<file path="config.mk">
export PLATFORM = sky130hd
export DESIGN_NAME = sonic_vc_st_timing_adapter_flat
export DESIGN_NICKNAME = d
export VERILOG_FILES = /design/src/rtl/sonic_vc_st_pkg.sv /design/src/rtl/sonic_vc_st_timing_adapter_if.sv /design/src/rtl/sonic_vc_st_skid_fifo.sv /design/src/rtl/sonic_vc_st_timing_adapter.sv /design/src/flat_wrapper.sv
export SDC_FILE = /design/constraint.sdc
export NUM_CORES = 2
export LEC_CHECK = 0
export BUFFER_PORTS_ARGS = -buffer_cell sky130_fd_sc_hd__buf_2
export CAP_MARGIN = 20
export CELL_PAD_IN_SITES_DETAIL_PLACEMENT = 0
export CELL_PAD_IN_SITES_GLOBAL_PLACEMENT = 2
export CORE_ASPECT_RATIO = 0.5
export CORE_MARGIN = 2
export CORE_UTILIZATION = 30
export CTS_CLUSTER_SIZE = 40
export DETAILED_ROUTE_END_ITERATION = 10
export PLACE_DENSITY_LB_ADDON = 0.1
export SLEW_MARGIN = 20
export SYNTH_ARGS = -nofsm -noshare
export SYNTH_HDL_FRONTEND = slang
export SYNTH_SLANG_ARGS = --single-unit
</file>
<file path="constraint.sdc">
create_clock -name clk -period 104.5 [get_ports clk]
set_input_delay 10.45 -clock clk [delete_from_list [all_inputs] [get_ports clk]]
set_output_delay 10.45 -clock clk [all_outputs]
set_load 0.01 [all_outputs]
</file>
<file path="src/rtl/sonic_vc_st_pkg.sv">
// rtl/sonic_vc_st_pkg.sv - Shared limits, width helpers and payload packing for the sonic_vc ST adapter
package sonic_vc_st_pkg;

  localparam int MAX_READY_LATENCY = 3;
  localparam int MAX_DATA_W        = 1024;
  localparam int MAX_CHANNEL_W     = 32;
  localparam int MAX_EMPTY_W       = 16;
  localparam int MAX_PAYLOAD_W     = MAX_DATA_W + MAX_CHANNEL_W + MAX_EMPTY_W + 3;

  function automatic int clog2(input int value);
    int r;
    int v;
    r = 0;
    v = value - 1;
    while (v > 0) begin
      r = r + 1;
      v = v >> 1;
    end
    return r;
  endfunction

  function automatic int payload_w(input int data_w, input int channel_w, input int empty_w);
    return data_w + channel_w + empty_w + 3;
  endfunction

  // Packs MSB-first as {data, channel, error, sop, eop, empty}. Callers zero-extend
  // each field and truncate the result to payload_w().
  function automatic logic [MAX_PAYLOAD_W-1:0] pack_payload(
    input int                       channel_w,
    input int                       empty_w,
    input logic [MAX_DATA_W-1:0]    data,
    input logic [MAX_CHANNEL_W-1:0] channel,
    input logic                     error,
    input logic                     sop,
    input logic                     eop,
    input logic [MAX_EMPTY_W-1:0]   empty
  );
    logic [MAX_PAYLOAD_W-1:0] p;
    p = MAX_PAYLOAD_W'(data);
    p = (p << channel_w) | MAX_PAYLOAD_W'(channel);
    p = (p << 1) | MAX_PAYLOAD_W'(error);
    p = (p << 1) | MAX_PAYLOAD_W'(sop);
    p = (p << 1) | MAX_PAYLOAD_W'(eop);
    p = (p << empty_w) | MAX_PAYLOAD_W'(empty);
    return p;
  endfunction

endpackage

</file>
<file path="src/rtl/sonic_vc_st_timing_adapter_if.sv">
// rtl/sonic_vc_st_timing_adapter_if.sv - Avalon-ST beat bundle used on both sides of the timing adapter
interface sonic_vc_st_timing_adapter_if #(
  parameter int DATA_W    = 128,
  parameter int CHANNEL_W = 1,
  parameter int EMPTY_W   = 2
);

  logic                 ready;
  logic                 valid;
  logic [DATA_W-1:0]    data;
  logic [CHANNEL_W-1:0] channel;
  logic                 error;
  logic                 startofpacket;
  logic                 endofpacket;
  logic [EMPTY_W-1:0]   empty;

  modport master (
    input  ready,
    output valid, data, channel, error, startofpacket, endofpacket, empty
  );

  modport slave (
    output ready,
    input  valid, data, channel, error, startofpacket, endofpacket, empty
  );

endinterface

</file>
<file path="src/rtl/sonic_vc_st_skid_fifo.sv">
// rtl/sonic_vc_st_skid_fifo.sv - Registered synchronous FIFO that holds in-flight beats of the timing adapter
module sonic_vc_st_skid_fifo
  import sonic_vc_st_pkg::*;
#(
  parameter  int WIDTH = 8,
  parameter  int DEPTH = 8,
  localparam int AW    = clog2(DEPTH),
  localparam int CW    = AW + 1
) (
  input  logic             clk,
  input  logic             rst,
  input  logic             push,
  input  logic [WIDTH-1:0] wdata,
  input  logic             pop,
  output logic [WIDTH-1:0] rdata,
  output logic             empty,
  output logic             full,
  output logic [CW-1:0]    count
);

  logic [WIDTH-1:0] mem [DEPTH];
  logic [AW-1:0]    wr_ptr;
  logic [AW-1:0]    rd_ptr;
  logic             push_ok;
  logic             pop_ok;

  assign empty   = (count == '0);
  assign full    = (count == CW'(DEPTH));
  assign push_ok = push && !full;
  assign pop_ok  = pop && !empty;
  assign rdata   = mem[rd_ptr];

  always_ff @(posedge clk or posedge rst) begin
    if (rst) begin
      wr_ptr <= '0;
      rd_ptr <= '0;
      count  <= '0;
      for (int i = 0; i < DEPTH; i++) begin
        mem[i] <= '0;
      end
    end else begin
      if (push_ok) begin
        mem[wr_ptr] <= wdata;
        wr_ptr      <= wr_ptr + AW'(1);
      end
      if (pop_ok) begin
        rd_ptr <= rd_ptr + AW'(1);
      end
      case ({push_ok, pop_ok})
        2'b10:   count <= count + CW'(1);
        2'b01:   count <= count - CW'(1);
        default: count <= count;
      endcase
    end
  end

endmodule

</file>
<file path="src/rtl/sonic_vc_st_timing_adapter.sv">
// rtl/sonic_vc_st_timing_adapter.sv - Avalon-ST ready-latency bridge with credit-tracked skid FIFO
module sonic_vc_st_timing_adapter
  import sonic_vc_st_pkg::*;
#(
  parameter  int DATA_W            = 128,
  parameter  int CHANNEL_W         = 1,
  parameter  int EMPTY_W           = 2,
  parameter  int IN_READY_LATENCY  = 0,
  parameter  int OUT_READY_LATENCY = 2,
  parameter  int DEPTH             = 8,
  localparam int PAYLOAD_W         = payload_w(DATA_W, CHANNEL_W, EMPTY_W),
  localparam int COUNT_W           = clog2(DEPTH) + 1
) (
  input  logic                         clk,
  input  logic                         reset,
  sonic_vc_st_timing_adapter_if.slave  sink,
  sonic_vc_st_timing_adapter_if.master source,
  output logic [COUNT_W-1:0]           fill_level,
  output logic                         proto_err
);

  localparam int CSUM_W = COUNT_W + 1;

  if (DEPTH < IN_READY_LATENCY + 2) begin : g_depth_too_small
    $error("sonic_vc_st_timing_adapter: DEPTH must be at least IN_READY_LATENCY+2");
  end
  if ((DEPTH & (DEPTH - 1)) != 0) begin : g_depth_not_pow2
    $error("sonic_vc_st_timing_adapter: DEPTH must be a power of two");
  end
  if (IN_READY_LATENCY < 0 || IN_READY_LATENCY > MAX_READY_LATENCY ||
      OUT_READY_LATENCY < 0 || OUT_READY_LATENCY > MAX_READY_LATENCY) begin : g_latency_range
    $error("sonic_vc_st_timing_adapter: ready latencies must be within 0..3");
  end
  if (DATA_W > MAX_DATA_W || CHANNEL_W > MAX_CHANNEL_W || EMPTY_W > MAX_EMPTY_W ||
      CHANNEL_W < 1 || EMPTY_W < 1) begin : g_width_range
    $error("sonic_vc_st_timing_adapter: field width out of supported range");
  end

  logic                 ready_en;
  logic                 grant;
  logic                 send_ok;
  logic [COUNT_W-1:0]   outstanding;
  logic [CSUM_W-1:0]    credit_sum;
  logic                 push;
  logic                 pop;
  logic [PAYLOAD_W-1:0] wdata;
  logic [PAYLOAD_W-1:0] rdata;
  logic                 fifo_empty;
  logic                 fifo_full;

  // ready_en keeps in_ready low while reset is held, when fill and credits read zero.
  always_ff @(posedge clk or posedge reset) begin
    if (reset) begin
      ready_en  <= 1'b0;
      proto_err <= 1'b0;
    end else begin
      ready_en <= 1'b1;
      if (sink.valid && !grant) begin
        proto_err <= 1'b1;
      end
    end
  end

  if (IN_READY_LATENCY == 0) begin : g_grant_direct
    assign grant       = sink.ready;
    assign outstanding = '0;
  end else begin : g_grant_delayed
    logic [IN_READY_LATENCY:1] grant_d;

    always_ff @(posedge clk or posedge reset) begin
      if (reset) begin
        grant_d <= '0;
      end else begin
        grant_d[1] <= sink.ready;
        for (int k = 2; k <= IN_READY_LATENCY; k++) begin
          grant_d[k] <= grant_d[k-1];
        end
      end
    end

    // Each grant still in the delay line is a beat that may yet arrive.
    always_comb begin
      outstanding = '0;
      for (int k = 1; k <= IN_READY_LATENCY; k++) begin
        outstanding = outstanding + COUNT_W'(grant_d[k]);
      end
    end

    assign grant = grant_d[IN_READY_LATENCY];
  end

  if (OUT_READY_LATENCY == 0) begin : g_send_direct
    assign send_ok = source.ready;
  end else begin : g_send_delayed
    logic [OUT_READY_LATENCY:1] ready_d;

    always_ff @(posedge clk or posedge reset) begin
      if (reset) begin
        ready_d <= '0;
      end else begin
        ready_d[1] <= source.ready;
        for (int k = 2; k <= OUT_READY_LATENCY; k++) begin
          ready_d[k] <= ready_d[k-1];
        end
      end
    end

    assign send_ok = ready_d[OUT_READY_LATENCY];
  end

  assign credit_sum = {1'b0, fill_level} + {1'b0, outstanding};
  assign sink.ready = ready_en && (credit_sum < CSUM_W'(DEPTH));
  assign push       = sink.valid && grant && !fifo_full;

  // With a nonzero output latency the downstream has already committed, so every valid pops.
  assign source.valid = !fifo_empty && ((OUT_READY_LATENCY == 0) || send_ok);
  assign pop          = (OUT_READY_LATENCY == 0) ? (source.valid && source.ready) : source.valid;

  assign wdata = PAYLOAD_W'(pack_payload(CHANNEL_W, EMPTY_W,
                                         MAX_DATA_W'(sink.data),
                                         MAX_CHANNEL_W'(sink.channel),
                                         sink.error,
                                         sink.startofpacket,
                                         sink.endofpacket,
                                         MAX_EMPTY_W'(sink.empty)));

  assign {source.data, source.channel, source.error,
          source.startofpacket, source.endofpacket, source.empty} = rdata;

  sonic_vc_st_skid_fifo #(
    .WIDTH (PAYLOAD_W),
    .DEPTH (DEPTH)
  ) u_fifo (
    .clk   (clk),
    .rst   (reset),
    .push  (push),
    .wdata (wdata),
    .pop   (pop),
    .rdata (rdata),
    .empty (fifo_empty),
    .full  (fifo_full),
    .count (fill_level)
  );

endmodule

</file>
<file path="src/flat_wrapper.sv">
// flat-port wrapper written by rule: the top's interface ports become plain ports
module sonic_vc_st_timing_adapter_flat import sonic_vc_st_pkg::*;
#(
  parameter  int DATA_W            = 128,
  parameter  int CHANNEL_W         = 1,
  parameter  int EMPTY_W           = 2,
  parameter  int IN_READY_LATENCY  = 0,
  parameter  int OUT_READY_LATENCY = 2,
  parameter  int DEPTH             = 8,
  localparam int PAYLOAD_W         = payload_w(DATA_W, CHANNEL_W, EMPTY_W),
  localparam int COUNT_W           = clog2(DEPTH) + 1
)
  (clk, reset, fill_level, proto_err, sink_ready, sink_valid, sink_data, sink_channel, sink_error, sink_startofpacket, sink_endofpacket, sink_empty, source_ready, source_valid, source_data, source_channel, source_error, source_startofpacket, source_endofpacket, source_empty);
  sonic_vc_st_timing_adapter_if #(.DATA_W(DATA_W), .CHANNEL_W(CHANNEL_W), .EMPTY_W(EMPTY_W)) sink_i ();
  sonic_vc_st_timing_adapter_if #(.DATA_W(DATA_W), .CHANNEL_W(CHANNEL_W), .EMPTY_W(EMPTY_W)) source_i ();
  input  logic clk;
  input  logic reset;
  output logic [COUNT_W-1:0] fill_level;
  output logic proto_err;
  output wire logic [$bits(sink_i.ready)-1:0] sink_ready;
  input wire logic [$bits(sink_i.valid)-1:0] sink_valid;
  input wire logic [$bits(sink_i.data)-1:0] sink_data;
  input wire logic [$bits(sink_i.channel)-1:0] sink_channel;
  input wire logic [$bits(sink_i.error)-1:0] sink_error;
  input wire logic [$bits(sink_i.startofpacket)-1:0] sink_startofpacket;
  input wire logic [$bits(sink_i.endofpacket)-1:0] sink_endofpacket;
  input wire logic [$bits(sink_i.empty)-1:0] sink_empty;
  input wire logic [$bits(source_i.ready)-1:0] source_ready;
  output wire logic [$bits(source_i.valid)-1:0] source_valid;
  output wire logic [$bits(source_i.data)-1:0] source_data;
  output wire logic [$bits(source_i.channel)-1:0] source_channel;
  output wire logic [$bits(source_i.error)-1:0] source_error;
  output wire logic [$bits(source_i.startofpacket)-1:0] source_startofpacket;
  output wire logic [$bits(source_i.endofpacket)-1:0] source_endofpacket;
  output wire logic [$bits(source_i.empty)-1:0] source_empty;
  assign sink_ready = sink_i.ready;
  assign sink_i.valid = sink_valid;
  assign sink_i.data = sink_data;
  assign sink_i.channel = sink_channel;
  assign sink_i.error = sink_error;
  assign sink_i.startofpacket = sink_startofpacket;
  assign sink_i.endofpacket = sink_endofpacket;
  assign sink_i.empty = sink_empty;
  assign source_i.ready = source_ready;
  assign source_valid = source_i.valid;
  assign source_data = source_i.data;
  assign source_channel = source_i.channel;
  assign source_error = source_i.error;
  assign source_startofpacket = source_i.startofpacket;
  assign source_endofpacket = source_i.endofpacket;
  assign source_empty = source_i.empty;
  sonic_vc_st_timing_adapter #(.DATA_W(DATA_W), .CHANNEL_W(CHANNEL_W), .EMPTY_W(EMPTY_W), .IN_READY_LATENCY(IN_READY_LATENCY), .OUT_READY_LATENCY(OUT_READY_LATENCY), .DEPTH(DEPTH)) u_core (.clk(clk), .reset(reset), .sink(sink_i), .source(source_i), .fill_level(fill_level), .proto_err(proto_err));
endmodule
</file>
## Word level (Yosys, flattened, before mapping)

Cells that the tools add are included.

- Register bits after elaboration: 1,086
- Latch bits: 0
- Memory bits (writable): 0
- Memory bits (read-only): 0
- Bits of input ports: 138
- Word-level logic and storage cells: 52
- Memories kept: 0

- $add $sub $neg: 4
- Multipliers: 0
- Div/mod/pow operators: 0
- Magnitude comparators: 4
- Eq/ne operators: 3
- Shifts and indexed selects: 0
- Muxes and demuxes: 7
- Bitwise operators: 7
- Reduce and logical (&&, ||, !) cells: 13

Operator list:

| kind | count |
|---|---|
| $bwmux W1072 | 1 |
| $bmux W134 S3 | 1 |
| $demux W134 S3 | 1 |
| $mux W134 | 3 |
| $or A134 B2 Y134 | 1 |
| $or A132 B1 Y132 | 1 |
| $or A131 B1 Y131 | 1 |
| $or A130 B1 Y130 | 1 |
| $or A129 B1 Y129 | 1 |
| $ge A4 B4 Y1 const B | 2 |
| $logic_and A1 B1 Y1 | 8 |
| $not A3 Y4 | 2 |
| $pmux W4 S2 | 1 |
| $add A3 B1 Y3 const B | 2 |
| $add A4 B1 Y4 const B | 1 |
| $eq A4 B4 Y1 const B | 1 |
| $logic_not A4 Y1 | 1 |
| $lt A4 B1 Y1 const B | 1 |
| $lt A4 B4 Y1 const B | 1 |
| $sub A4 B1 Y4 const B | 1 |
| $logic_not A1 Y1 | 3 |
| $eq A2 B1 Y1 const B | 1 |
| $eq A2 B2 Y1 const B | 1 |
| $reduce_bool A2 Y1 | 1 |

## Longest topological paths before layout

- Word-level depth: 7
- Mapped depth: 10
- Gate-level depth less buffers: 9

## Modules after synthesis

A second synthesis with hierarchy kept.

- Cell total of the unflattened synthesis: 2,816
- Area, all modules: 48,819.3 um2

By module, submodules not included:

| module | times used | cells an instance | area each (um2) | seq. area each (um2) |
|---|---|---|---|---|
| sonic_vc_st_skid_fifo | 1 | 2,805 | 48,667.9 | 27,076.0 |
| sonic_vc_st_timing_adapter | 1 | 11 | 151.4 | 100.1 |

## Worst setup path before layout

Ideal clock, no wire load.

- Path type: flip-flop to output port
- Start: register u_core.u_fifo.rd_ptr[0]
- End: output port source_data[100]
- Data arrival time: 1.826 ns
- Data required time: 94.050 ns
- Slack: 92.224 ns
- Cell stages (with the launch flop): 6
- Buffers on the path: 3
- Cells stage by stage: dfrtp_1 > buf_2 > clkbuf_1 > buf_2 > mux4_2 > mux2_2

- Cells in the longest elaborated chain, start to end: 4

RTL lines:

| item | RTL line | RTL |
|---|---|---|
| start: declaration | sonic_vc_st_skid_fifo.sv:23 | `logic [AW-1:0] rd_ptr;` |
| start signal: assignment | sonic_vc_st_skid_fifo.sv:47 | `rd_ptr <= rd_ptr + AW'(1);` |
| $not A3 Y4 (implied by the code) | sonic_vc_st_skid_fifo.sv:31 | `assign rdata = mem[rd_ptr];` |
| $bmux W134 S3 | sonic_vc_st_skid_fifo.sv:31 |  |
| $mux W134 (implied by the code) (2 in series) | sonic_vc_st_skid_fifo.sv:31 |  |
| end: declaration | flat_wrapper.sv:30 | `output wire logic [$bits(source_i.data)-1:0] source_data;` |

Every way passes these cells. The select of a mux whose other input is x is not followed.

## Worst setup path in the final report

- Start: register u_core.u_fifo.rd_ptr[0]
- End: output port source_data[48]

The elaborated chain is that of the path after synthesis.

==> flow_metrics.tcl <==
set metrics [dict create \
    die_area_um2 164100 \
    synth_most_common_cell "dfrtp_1" \
    synth_area_um2 48210 \
    drt_first_pass_iters 4 \
    portBuffers 278 \
    layout_setup_ws_ps 89600 \
    clk_pin_slew_ps 70 \
    grt_first_pass_wirelength_um 191700 \
    cts_setup_buffers 0 \
    period_share_pct 14.26 \
    setup_viol 0 \
    ys.flop_type "dfrtp_1" \
    setup_tns_ps 0 \
    r2r_end "u_core.u_fifo.mem[38]" \
    via_count 25571 \
    max-vdd-ir-drop_mv 0.01400 \
    hold_viol 0 \
    yosysTopAreaCellShare_pct 56.36 \
    yosys.cell_types.count 30 \
    synth_common_cells "dfrtp_1, mux2_2, mux4_2" \
    viasPerCell 4.835 \
    numCtsBuffers 108 \
    cp.required_ps 94050 \
    path_class "reg -> out" \
    power.density_nw_per_um2 32.05 \
    reg2regPathDepth 7 \
    yosysTopAreaCell "dfrtp_1" \
    fin_util_pct 34.98 \
    antenna_found_initial 18 \
    fin_crit_ps 14900 \
    fillers 15204 \
    critPathLaunchType "flop" \
    reg2reg_from "u_core.u_fifo.count[3]" \
    relSlewSlack_pct 29.46 \
    regToRegSetupSlack_ps 100480 \
    holdWs_ps 365.6 \
    post_cts_resized 0 \
    clk_latency_ps 690 \
    yosysSeqAreaShare_pct 56.36 \
    area_growth_pct 15.08 \
    synth_nets 2944 \
    wire_per_inst_um 23.62 \
    synth-edff-count 0 \
    cts_tree "built" \
    cp.arrival_ps 4450 \
    start_util_pct 30.39 \
    synth_cells 2801 \
    hold_path.class "reg -> reg" \
    final_max_slew_viol_count 0 \
    drv_cap 0 \
    ys_warn_count 0 \
    postRouteAntennaNets 0 \
    worstMarginPinSlew_ps 1056 \
    status "completed" \
    nNetsFinal 3193 \
    max_freq_mhz 67.12 \
    die_h_um 287.5 \
    clockBufferDepth 3 \
    gp_congestion 0.6940 \
    num_rows 103 \
    htreeDepth 3 \
    grt_remaining_overflow 0 \
    clock_skew_ps 22.16 \
    whs_path_depth 0 \
    leakagePower_nw 24.79 \
    cts_hold_buf 0 \
    worst_setup_path_end_kind "primary output" \
    grt.total_usage_pct 15.47 \
    path_max_fanout 42 \
    yosys-top-cells-area "dfrtp_1, mux2_2, mux4_2, mux2_1, buf_2" \
    rsz0062_at_grt "no" \
    cts_root_buf "clkbuf_16" \
    drt-total-wl_um 124900 \
    min-delay-start "u_core.g_send_delayed.ready_d[1]" \
    io_pins 279 \
    grt_max_degree 175 \
    ys_async_sr_fraction_pct 100.0 \
    avgSynthCellArea_um2 17.21 \
    core-area_um2 158600 \
    die_x_um 571.0 \
    dp_slack_ps 89900 \
    first_global_vias 28508 \
    dp.final_hpwl_um 68890 \
    ys_ff_latch 1086 \
    drive_gt1_share_pct 59.50 \
    drtIter0Drc 1107 \
    drc 0 \
    min_to "u_core.g_send_delayed.ready_d[2]" \
    clock_sinks 1086 \
]
registers in the layout, indices dropped and copies added, names as in the netlist:
register,cells
u_core.proto_err,1
u_core.u_fifo.rd_ptr,3
u_core.g_send_delayed.ready_d,2
u_core.u_fifo.count,4
u_core.u_fifo.mem,1072
u_core.ready_en,1
u_core.u_fifo.wr_ptr,3
layout make-up:
| class | instances | area [µm²] | share of cell area (%) |
|---|---|---|---|
| tap | 2152 | 2693 | 4.853 |
| multi-input combinational | 1522 | 20030 | 36.10 |
| sequential | 1086 | 27190 | 49.00 |
| clock inverter | 35 | 450.4 | 0.8118 |
| antenna | 1 | 2.502 | 0.004510 |
| inverter | 3 | 18.77 | 0.03382 |
| timing repair buffer | 329 | 1902 | 3.428 |
| clock buffer | 161 | 3202 | 5.770 |
logic make-up after synthesis:
family	after synthesis	synth area share, %
buffers and inverters	193	2.156
DFF	1086	56.36
other	1	0.007778
muxes	1477	40.75
and+or+nand+nor	25	0.3503
xor gates and xnor gates	9	0.1635
AOI/OAI and AO/OA	5	0.07527
adders and majority gates	5	0.1298
where the power goes:
group | switching (mW) | internal, mW | total, mW | leakage [nW]
Clock | 0.175 | 0.232 | 0.406 | 1.81
Sequential | 0.105 | 0.618 | 0.724 | 13.9
Combinational | 0.263 | 0.386 | 0.648 | 9.06
Total | 0.543 | 1.24 | 1.78 | 24.8
how the worst max path moves through the flow:
stage	from	to	slack, ps
finish	u_core.u_fifo.rd_ptr[0]	source_data[48]	89600
global route	u_core.u_fifo.rd_ptr[0]	source_data[16]	89130
CTS	u_core.u_fifo.rd_ptr[0]	source_data[50]	89100
detailed placement	u_core.u_fifo.rd_ptr[0]	source_data[50]	89900
global placement	u_core.u_fifo.rd_ptr[0]	source_data[16]	89910
floorplan	reset	u_core.g_send_delayed.ready_d[1]	63480
through the flow:
stage	std cells	cell area [µm²]	total power, mW
after detailed placement	5090	51780	1.400
after CTS	5286	55430	1.819
after global routing	5289	55490	1.899
final	5289	55490	1.778
after floorplan	2801	48220	1.194
after global placement	5090	51780	1.385
worst max-delay path, stage by stage, from the launching register on:
cell and delay, ps:
dfrtp_4 740, buf_16 290, buf_4 780, buf_4 850
mux4_2 590, mux2_2 310, buf_2 150
cell usage in the layout, fill, tap and decap left out, types with 2 or more instances in the layout:
cell	Yosys	final
clkbuf_1	36	23
buf_2	102	278
buf_4	36	42
clkbuf_8	0	30
clkinv_2	0	20
buf_16	0	2
xor2_1	4	4
nand3b_1	2	2
clkbuf_16	0	108
clkinv_8	0	5
mux4_2	268	268
nand2_1	6	6
nor2b_1	2	2
bufinv_16	0	8
buf_12	0	7
nor2_4	0	4
xnor2_1	5	5
ha_1	5	5
dfrtp_1	1086	1083
inv_1	3	2
o41ai_1	2	2
nand3_1	3	2
mux2_2	1082	1082
mux2_1	126	126
dfrtp_4	0	3
nor4b_1	2	2
nor3_4	2	2
metal layers:
layer	up-vias	wire, µm	GRT usage [%]
met5	-	57	0
met4	10	2656	3.371
met3	183	3711	2.479
met2	287	59480	25.28
met1	14036	59040	21.66
li1	11055	-	-
No activity file was read; power rests on OpenSTA's default activity.
